$ cat src/rtl/poly_stream_src_if.sv
// axis_if: minimal AXI-stream bundle (data/vld/last forward, rdy backward)
interface axis_if #(parameter int W = 1);
    logic [W-1:0] data;
    logic         vld;
    logic         last;
    logic         rdy;
    modport out (output data, vld, last, input rdy);
    modport in  (input data, vld, last, output rdy);
endinterface

$ cat src/rtl/poly_stream_src.sv
// poly_stream_src: stores one Rq and one R2 polynomial and streams them in lockstep
module poly_stream_src #(
    parameter int N  = 4,
    parameter int QW = 5,
    parameter int UW = 1
) (
    input  logic                 clk,
    input  logic                 a_rst_n,
    input  logic                 wr_en,
    input  logic [$clog2(N)-1:0] wr_addr,
    input  logic [QW-1:0]        wr_p,
    input  logic [UW-1:0]        wr_u,
    input  logic                 start,
    output logic                 busy,
    output logic                 done,
    axis_if.out                  p,
    axis_if.out                  u
);
    localparam int AW = $clog2(N);
    typedef enum logic [1:0] {ST_IDLE, ST_STREAM, ST_DONE} state_t;
    state_t        state_q;
    logic [QW-1:0] p_mem_q [N];
    logic [UW-1:0] u_mem_q [N];
    logic [AW-1:0] idx_q;
    logic [AW-1:0] idx_d;
    logic [QW-1:0] p_data_q;
    logic [UW-1:0] u_data_q;
    logic          vld_q;
    logic          last_q;
    logic          busy_q;
    logic          done_q;
    logic          acc;
    logic          wr0;
    assign acc   = p.rdy && u.rdy;
    assign idx_d = idx_q + 1'b1;
    // a write to entry 0 in the start cycle must reach the first beat
    assign wr0   = wr_en && (wr_addr == '0);
    always_ff @(posedge clk or negedge a_rst_n) begin
        if (!a_rst_n) begin
            state_q  <= ST_IDLE;
            idx_q    <= '0;
            p_data_q <= '0;
            u_data_q <= '0;
            vld_q    <= 1'b0;
            last_q   <= 1'b0;
            busy_q   <= 1'b0;
            done_q   <= 1'b0;
            for (int i = 0; i < N; i++) begin
                p_mem_q[i] <= '0;
                u_mem_q[i] <= '0;
            end
        end else begin
            if (wr_en && state_q == ST_IDLE) begin
                p_mem_q[wr_addr] <= wr_p;
                u_mem_q[wr_addr] <= wr_u;
            end
            case (state_q)
                ST_IDLE: if (start) begin
                    state_q  <= ST_STREAM;
                    idx_q    <= '0;
                    vld_q    <= 1'b1;
                    last_q   <= 1'b0;
                    busy_q   <= 1'b1;
                    p_data_q <= wr0 ? wr_p : p_mem_q[0];
                    u_data_q <= wr0 ? wr_u : u_mem_q[0];
                end
                ST_STREAM: if (acc) begin
                    if (idx_q == AW'(N - 1)) begin
                        state_q  <= ST_DONE;
                        vld_q    <= 1'b0;
                        last_q   <= 1'b0;
                        busy_q   <= 1'b0;
                        done_q   <= 1'b1;
                        p_data_q <= '0;
                        u_data_q <= '0;
                    end else begin
                        idx_q    <= idx_d;
                        last_q   <= (idx_d == AW'(N - 1));
                        p_data_q <= p_mem_q[idx_d];
                        u_data_q <= u_mem_q[idx_d];
                    end
                end
                ST_DONE: begin
                    state_q <= ST_IDLE;
                    done_q  <= 1'b0;
                end
                default: state_q <= ST_IDLE;
            endcase
        end
    end
    assign p.data = p_data_q;
    assign u.data = u_data_q;
    assign p.vld  = vld_q;
    assign u.vld  = vld_q;
    assign p.last = last_q;
    assign u.last = last_q;
    assign busy   = busy_q;
    assign done   = done_q;
endmodule

$ cat src/flat_wrapper.sv
// flat-port wrapper written by rule: the top's interface ports become plain ports
module poly_stream_src_flat 
#(
    parameter int N  = 4,
    parameter int QW = 5,
    parameter int UW = 1
)
  (clk, a_rst_n, wr_en, wr_addr, wr_p, wr_u, start, busy, done, p_data, p_vld, p_last, p_rdy, u_data, u_vld, u_last, u_rdy);
  axis_if #(.W(5)) p_i ();
  axis_if #(.W(1)) u_i ();
  input  logic clk;
  input  logic a_rst_n;
  input  logic wr_en;
  input  logic [$clog2(N)-1:0] wr_addr;
  input  logic [QW-1:0] wr_p;
  input  logic [UW-1:0] wr_u;
  input  logic start;
  output logic busy;
  output logic done;
  output wire logic [$bits(p_i.data)-1:0] p_data;
  output wire logic [$bits(p_i.vld)-1:0] p_vld;
  output wire logic [$bits(p_i.last)-1:0] p_last;
  input wire logic [$bits(p_i.rdy)-1:0] p_rdy;
  output wire logic [$bits(u_i.data)-1:0] u_data;
  output wire logic [$bits(u_i.vld)-1:0] u_vld;
  output wire logic [$bits(u_i.last)-1:0] u_last;
  input wire logic [$bits(u_i.rdy)-1:0] u_rdy;
  assign p_data = p_i.data;
  assign p_vld = p_i.vld;
  assign p_last = p_i.last;
  assign p_i.rdy = p_rdy;
  assign u_data = u_i.data;
  assign u_vld = u_i.vld;
  assign u_last = u_i.last;
  assign u_i.rdy = u_rdy;
  poly_stream_src #(.N(N), .QW(QW), .UW(UW)) u_core (.clk(clk), .a_rst_n(a_rst_n), .wr_en(wr_en), .wr_addr(wr_addr), .wr_p(wr_p), .wr_u(wr_u), .start(start), .busy(busy), .done(done), .p(p_i), .u(u_i));
endmodule
$ cat config.mk
export PLATFORM = sky130hd
export DESIGN_NAME = poly_stream_src_flat
export DESIGN_NICKNAME = d
export VERILOG_FILES = /design/src/rtl/poly_stream_src_if.sv /design/src/rtl/poly_stream_src.sv /design/src/flat_wrapper.sv
export SDC_FILE = /design/constraint.sdc
export NUM_CORES = 1
export LEC_CHECK = 0
export CAP_MARGIN = 20
export CORE_ASPECT_RATIO = 0.5
export CORE_MARGIN = 8
export CORE_UTILIZATION = 50
export CTS_BUF_LIST = sky130_fd_sc_hd__clkbuf_8 sky130_fd_sc_hd__clkbuf_16
export DETAILED_ROUTE_END_ITERATION = 8
export GPL_TIMING_DRIVEN = 1
export PLACE_DENSITY = 0.74
export SKIP_CTS_REPAIR_TIMING = 1
export SYNTH_ARGS = -nofsm -noshare
export SYNTH_HDL_FRONTEND = slang
export SYNTH_SLANG_ARGS = --single-unit
$ cat constraint.sdc
create_clock -name clk -period 5.16 [get_ports clk]
set_clock_uncertainty 0.15 [all_clocks]
set_input_delay 0.774 -clock clk [delete_from_list [all_inputs] [get_ports clk]]
set_output_delay 0.774 -clock clk [all_outputs]
set_load 0.01 [all_outputs]
==> results of run 1 <==
power by group:
part	internal (mW)	total (mW)	switching (mW)
Combinational	0.300	0.482	0.182
Clock	0.121	0.223	0.103
Sequential	0.423	0.526	0.103
worst register-to-register path, cell delays in order (launching register included):
cell      delay (ps)
dfrtp_1          680
inv_1            140
ha_1             520
mux4_2           360
nand3_1          110
o211ai_2          90
cells in the final DEF (no fill, tap or decap), drive strengths merged, types with 2 or more instances in the layout:
master / netlist / routed
dfrtp: 37 / 37
clkdlybuf4s50: 0 / 25
mux2: 24 / 24
nand3: 22 / 22
mux2i: 7 / 7
clkbuf: 3 / 7
mux4: 6 / 6
o211ai: 6 / 6
nor2: 4 / 4
inv: 3 / 3
a21oi: 3 / 3
nand4: 2 / 2
and4b: 2 / 2
nand4b: 2 / 2
ha: 2 / 2
buf: 8 / 2
nand2: 2 / 2
flip-flops by register name (all words and copies together), names as in the netlist:
| name | flops |
|---|---|
| u_core.done | 1 |
| u_core.idx_q | 2 |
| u_core.p.data | 5 |
| u_core.p.last | 1 |
| u_core.p.vld | 1 |
| u_core.p_mem_q | 20 |
| u_core.state_q | 2 |
| u_core.u.data | 1 |
| u_core.u_mem_q | 4 |
metal layers:
layer  share of wire [%]  vias up  global-route usage (%)
met5                   0        -                       0
met4                 2.5        0                    9.71
met3                 4.9        8                    3.53
met2                  44       22                    21.1
met1                  49      561                    16.0
li1                    -      554                       -
worst max-delay path by stage:
stage                          from  slack (ps)  depth (start not counted)               end
floorplan           u_core.idx_q[0]        3240                          7  u_core.p.data[0]
global placement              start        2680                          4  u_core.p.data[4]
detailed placement            start        2640                          4  u_core.p.data[2]
CTS                 u_core.idx_q[0]        2930                          5  u_core.p.data[3]
global route        u_core.idx_q[0]        2800                          5  u_core.p.data[0]
finish                        start        2960                          4  u_core.p.data[2]
synth_stat cells, drive strengths merged, types with 3 or more instances:
library cell,n,area [um2]
a21oi,3,15.0
buf,8,56.3
clkbuf,3,12.5
dfrtp,37,926
inv,3,11.3
mux2,24,293
mux2i,7,70.1
mux4,6,135
nand3,22,110
nor2,4,17.5
o211ai,6,75.1
kinds of logic (layout without fill, tap and decap cells):
family                   count (synthesis)  in the layout  synth area share (%)
buffers and inverters                   14             38                  4.34
flip-flops                              37             37                  50.2
AND/OR/NAND/NOR                         37             37                  11.4
multiplexers                            37             37                  27.0
adder cells (fa/ha/maj)                  2              2                  1.36
AO/OA/AOI/OAI                           11             11                  5.70
final cells by class:
| type | instances | area share, % |
|---|---|---|
| Clock inverter | 1 | 0.227 |
| Multi-Input combinational cell | 87 | 38.0 |
| Timing Repair Buffer | 27 | 12.0 |
| Inverter | 3 | 0.510 |
| Tap cell | 51 | 2.89 |
| Sequential cell | 37 | 42.0 |
| Clock buffer | 7 | 4.37 |
==> Flow_metrics.wiki, run 1 <==
{| class="wikitable"
! Metric !! Value
|-
| Maximum cell stage delay along the critical path || 630 ps
|-
| Outcome || finished clean
|-
| Number of buffers inserted during clock tree synthesis || 5
|-
| Core footprint || 3490 um2
|-
| Crit path max fanout || 15
|-
| Hold EP || u_core.p_mem_q[1]
|-
| Number of hold violations in the final report || 0
|-
| Max clock buf depth || 2
|-
| Final net count || roughly 180
|-
| Total Power || 1.23 mW
|-
| Total congestion overflow || 0
|-
| Chip Width || 102 um
|-
| Mean post-synth cell area || around 13 um2
|-
| Worst reg2reg endpoint || u_core.p.data[3]
|-
| DP Area || 2100 um2
|-
| Nature of the critical path endpoint || register
|-
| Post-Route Utilization || 63.2%
|-
| Post-route setup slack || 2960 ps
|-
| Cell count after synthesis || 138
|-
| Total clock sinks || 37
|-
| DR WL/cell || between 15 and 20 um
|-
| Via count || 1145
|-
| Placed Instances || 205
|-
| Relative area change from synthesis to final layout || 19.6%
|-
| Nature of the critical path startpoint || input port
|-
| Hold Crit Depth || 1
|-
| Site row count || 15
|-
| Half-perimeter wire length after placement || 2.56 mm
|-
| Max frequency || ~450 MHz
|-
| Router iterations before antenna repair || 4
|-
| Port bufs || 25
|-
| Antenna cells || 0
|-
| Die area || approximately 6000 um2
|-
| Setup_tns || 0 ps
|-
| Maximum level of the CTS H-tree || 2
|-
| Share of the clock period used by the worst path after layout || 42.7%
|-
| Cells on worst reg2reg path || 5
|-
| Overall Global Routing Usage || 13.5%
|-
| Path category of the worst min-delay check || register to register
|-
| Leakage power summed over all cells || 0.959 nW
|-
| Top cell family by delay on the critical path || simple AND/OR/NAND/NOR gates
|-
| Post-route antenna net violation count || 0
|-
| Number of enable flip-flop cells after synthesis || 0
|-
| Worst endpoint required time || 5170 ps
|-
| Wire length of the first global-routing pass || between 6 and 7 mm
|-
| Startpoint of the worst hold path || u_core.p_mem_q[1]
|-
| Netlist Area Pre-Place || 1840 um2
|-
| Worst hold margin || 355 ps
|-
| Area of combinational cells with multiple inputs || 838 um2
|-
| Antenna violations before repair || 0
|-
| Transition at the pin with the smallest max-transition slack || 607 ps
|-
| Pin count of the biggest net entering global routing || 38
|-
| Sequential cell area || around 930 um2
|-
| Slowest cell on the critical path || or3b_1
|-
| Synth async-reset ratio || 100%
|-
| Fraction of layout instances using a drive strength above 1 || 30.2%
|-
| Data arrival, critical path || 2210 ps
|-
| Number of distinct library cell variants in the gate-level netlist after synthesis || 27
|-
| Cell at the root of the clock tree || clkbuf_8
|-
| Critical-path cell list || clkdlybuf4s50_1 > or3b_1 > nand3_1 > o211ai_2
|-
| Primary flip-flop cell chosen by synthesis mapping || dfrtp_1
|-
| Post-Syn Nets || between 150 and 200
|-
| VDD IR-drop max || 0.200 mV
|-
| Clock transition time at the flip-flop clock pins of the worst setup and hold paths || approximately 70 ps
|-
| Drt initial violations || 34
|-
| Sum of routed wire length over all layers || 3.65 mm
|-
| Clock tree from TritonCTS || yes
|-
| Pre-CTS setup slack || 2640 ps
|-
| Max-capacitance violation count || 0
|-
| Power Density || approximately 560 nW/um2
|-
| Clock period minus worst slack || 2200 ps
|-
| Number of inserted filler cells in the final layout || 273
|-
| Buffers & Inverters on Critical Path || 1
|-
| Initial standard-cell utilization of the core || a little over half
|-
| I/O pin cnt || 26
|-
| Via count of the first global-routing pass || around 1300
|-
| Post-route non-filler standard cell count || 213
|-
| Max-Slew Margin vs Limit || 59.5%
|-
| Per-cell via count in the routed design || 5.38
|-
| Insertion delay of the later-clocked pin in the worst-skew pair || about 290 ps
|-
| RePlAce Congestion || ~0.76
|-
| Slew Viols, Final || 0
|-
| Sequential cell area fraction in the yosys report || 50.2%
|-
| Count of yosys warnings during synthesis || 0
|-
| R2R Path Start || u_core.idx_q[0]
|-
| Final std cell area, no fill || 2210 um2
|-
| Setup repair after global routing missed its margin || false
|-
| DRC violations left || 0
|-
| Worst reg2reg setup slack || roughly 3000 ps
|-
| Register bit count reported by yosys || 37
|-
| Type of the worst setup path || input port to register
|-
| DIE HEIGHT || 58.9 um
|-
| Final setup vio count || 0
|}
Note: power is estimated with default switching activity, not from simulation.
==> inputs of run 2 (changes only) <==
Settings changed: CORE_UTILIZATION 50 to 48.
Clock period 5.16 ns to 1.8 ns, I/O delays scaled along.
==> run 2 against run 1 <==
Worst setup slack worse by 2900 ps. Largest power group is now combinational logic. Global-route usage increased by 0.98 points. Non-clock buffer count grew 12. Sequential share of layout area shrank 1.4 points. First-iteration DRC count increased by 56%. Critical path type is now register to register. Worst hold slack worse by 98 ps. Flip-flop and latch count did not move. Total power rose to 2.9 times the previous value.
==> Flow_metrics.wiki, run 2 (synthesized netlist as in run 1, its figures left out) <==
{| class="wikitable"
! Metric !! Value
|-
| Outcome || finished clean
|-
| Clock tree from TritonCTS || yes
|-
| Most frequent cells in the layout || dfrtp_1 (37), clkdlybuf4s50_1 (25), nand3_1 (22)
|-
| Chip Width || 104 um (+1.7%)
|-
| Clock transition time at the flip-flop clock pins of the worst setup and hold paths || 80 ps (about the same)
|-
| VDD IR-drop max || 0.646 mV (+220%)
|-
| Post-route setup slack || 107 ps (-2850 ps)
|-
| Worst endpoint required time || 1820 ps (-3350 ps)
|-
| Transition at the pin with the smallest max-transition slack || 479 ps (-127 ps)
|-
| Sum of routed wire length over all layers || 4.23 mm (+16%)
|-
| Number of hold violations in the final report || 0 (unchanged)
|-
| Worst hold margin || 257 ps (-97.6 ps)
|-
| Max frequency || 591 MHz
|-
| Proportion of power drawn by the clock network || 15.3% (-2.8 points)
|-
| Path category of the worst min-delay check || input port to async pin
|-
| Final setup vio count || 0 (unchanged)
|-
| Fraction of layout instances using a drive strength above 1 || 35.1% (+4.8 points)
|-
| Port bufs || 25 (unchanged)
|-
| Area of combinational cells with multiple inputs || 841 um2 (+0.30%)
|-
| Maximum level of the CTS H-tree || 2 (unchanged)
|-
| Flip-flop count of the largest register after layout || 20 (unchanged)
|-
| Largest reg by FF count || u_core.p_mem_q
|-
| Slew Viols, Final || 0 (unchanged)
|-
| Total clock sinks || 37 (unchanged)
|-
| GR Util met1 || 19.2% (+3.2 points)
|-
| Wire length of the first global-routing pass || 6.89 mm (+15%)
|-
| Half-perimeter wire length after placement || 3.14 mm (+22%)
|-
| DIE HEIGHT || 59.8 um (+1.5%)
|-
| Overall Global Routing Usage || 14.5% (+0.98 points)
|-
| Internal cell power || 2.40 mW (+180%)
|-
| R2R Path Start || u_core.idx_q[1]
|-
| Final net count || 189 (+6.8%)
|-
| Data arrival, critical path || 1710 ps (-500 ps)
|-
| Share of the clock period used by the worst path after layout || between 90% and 100%
|-
| DRC violations left || 0 (unchanged)
|-
| RePlAce Congestion || 0.751 (-1.7%)
|-
| Number of buffers inserted during clock tree synthesis || 5 (unchanged)
|-
| Register share of total power || 41.1% (-1.6 points)
|-
| I/O pin cnt || 26 (unchanged)
|-
| Max clock buf depth || 2 (unchanged)
|-
| DR WL/cell || 18.6 um (+8.5%)
|-
| Per-cell via count in the routed design || 5.51 (+2.6%)
|-
| Site row count || 16 (+1)
|-
| Via count of the first global-routing pass || 1330 (+5.3%)
|-
| Pin count of the biggest net entering global routing || 38 (unchanged)
|-
| Core footprint || 3780 um2 (+8.4%)
|-
| Initial standard-cell utilization of the core || 48.7% (-4.1 points)
|-
| Met2 track utilization from global routing || 22.2% (+1.1 points)
|-
| Pre-CTS setup slack || -76.0 ps (-2720 ps)
|-
| Worst reg2reg setup slack || 110 ps (-2860 ps)
|-
| Max-capacitance violation count || 0 (unchanged)
|-
| Nature of the critical path endpoint || register
|-
| Sequential cell area || 926 um2 (unchanged)
|-
| Drt initial violations || 53 (+56%)
|-
| Post-route antenna net violation count || 0 (unchanged)
|-
| Router iterations before antenna repair || 4 (unchanged)
|-
| Crit path max fanout || 7 (-8)
|-
| Die area || 6200 um2 (+3.3%)
|-
| Antenna cells || 0 (unchanged)
|-
| Type of the worst setup path || register to register
|-
| Cell at the root of the clock tree || clkbuf_8
|-
| Cells on worst reg2reg path || 4 (-1)
|-
| Total congestion overflow || 0 (unchanged)
|-
| Leakage power summed over all cells || 1.01 nW (+5.0%)
|-
| Combinational group share of total power || 43.5% (+4.4 points)
|-
| Max-Slew Margin vs Limit || 68.0% (+8.5 points)
|-
| Setup repair after global routing missed its margin || false
|-
| Fraction of power spent switching nets || 32.7% (+1.2 points)
|-
| Nature of the critical path startpoint || register
|-
| Most common cell after layout, fill and taps aside || dfrtp_1
|-
| Number of inserted filler cells in the final layout || 304 (+11%)
|-
| Clock period minus worst slack || 1690 ps
|-
| Relative area change from synthesis to final layout || 23.8%
|-
| Via count || 1257 (+9.8%)
|-
| Power spent charging and discharging nets || 1.17 mW (+200%)
|-
| Power Density || 1560 nW/um2 (+180%)
|-
| Top Usage Layer GRT || met2
|-
| Insertion delay of the later-clocked pin in the worst-skew pair || 280 ps (about the same)
|-
| Antenna violations before repair || 0 (unchanged)
|-
| Met3 layer usage reported by global route || 4.30% (+0.78 points)
|-
| Worst reg2reg endpoint || u_core.p.data[4]
|}
[run 2: changes by cell type in the layout (fill, tap and decap cells not counted), sizes merged]
cell    before  now
buf          2   14
clkbuf       7    5
clkinv       1    2
inv          3    4
[run 2: power groups by stage]
stage,registers (mW),logic (mW),clock network (mW)
after CTS,1.47,1.56,0.559
after floorplan,1.43,1.07,0
final,1.47,1.55,0.548
after detailed placement,1.48,1.55,0
after global routing,1.51,1.69,0.593
after global placement,1.45,1.50,0
[run 2: layer usage]
layer  share of wire (%)  up-vias  wire length [um]
met4                0.69        0                29
met2                  44       30              1880
li1                    -      585                 -
met5                   0        -                 0
met3                 4.9        5               209
met1                  50      637              2120
[run 2: stage by stage]
| stage | power, mW | area (um2) | util [%] | instances | TNS [ps] |
|---|---|---|---|---|---|
| floorplan | 2.50 | 1850 | - | 138 | 0 |
| global placement | 2.95 | 2200 | 58.1 | 220 | -255 |
| detailed placement | 3.03 | 2200 | 58.1 | 220 | -547 |
| CTS | 3.59 | 2280 | 60.3 | 228 | 0 |
| global route | 3.79 | 2280 | 60.4 | 228 | 0 |
| finish | 3.57 | 2280 | 60.4 | 228 | 0 |
[run 2: worst max path at each step]
stage                              end       startpoint  slack, ps
floorplan             u_core.p.data[0]  u_core.idx_q[0]         50
global placement    u_core.p_mem_q[18]            wr_en        -40
detailed placement   u_core.u_mem_q[3]       wr_addr[1]        -80
CTS                   u_core.p.data[4]  u_core.idx_q[1]         30
global route          u_core.p.data[1]  u_core.idx_q[1]         40
finish                u_core.p.data[4]  u_core.idx_q[1]        110
[run 2: worst max-delay path: stages (launching register included)]
cell	delay [ps]
dfrtp_1	430
ha_2	470
mux4_2	330
nand3_1	120
o211ai_2	90
[run 2: area by class of cell]
cell class	instances	share of cell area (%)
inverters	3	0.493
flip-flops and latches	37	40.5
repair buffers	39	15.6
clock inverters	3	0.603
multi-input cells	87	36.8
clock buffers	5	3.01
well taps	54	2.96
==> inputs of run 3 (changes only) <==
Settings changed: SLEW_MARGIN set to 20.
==> results of run 3 <==
Final layout, timing and power as in run 2 (identical DEF).
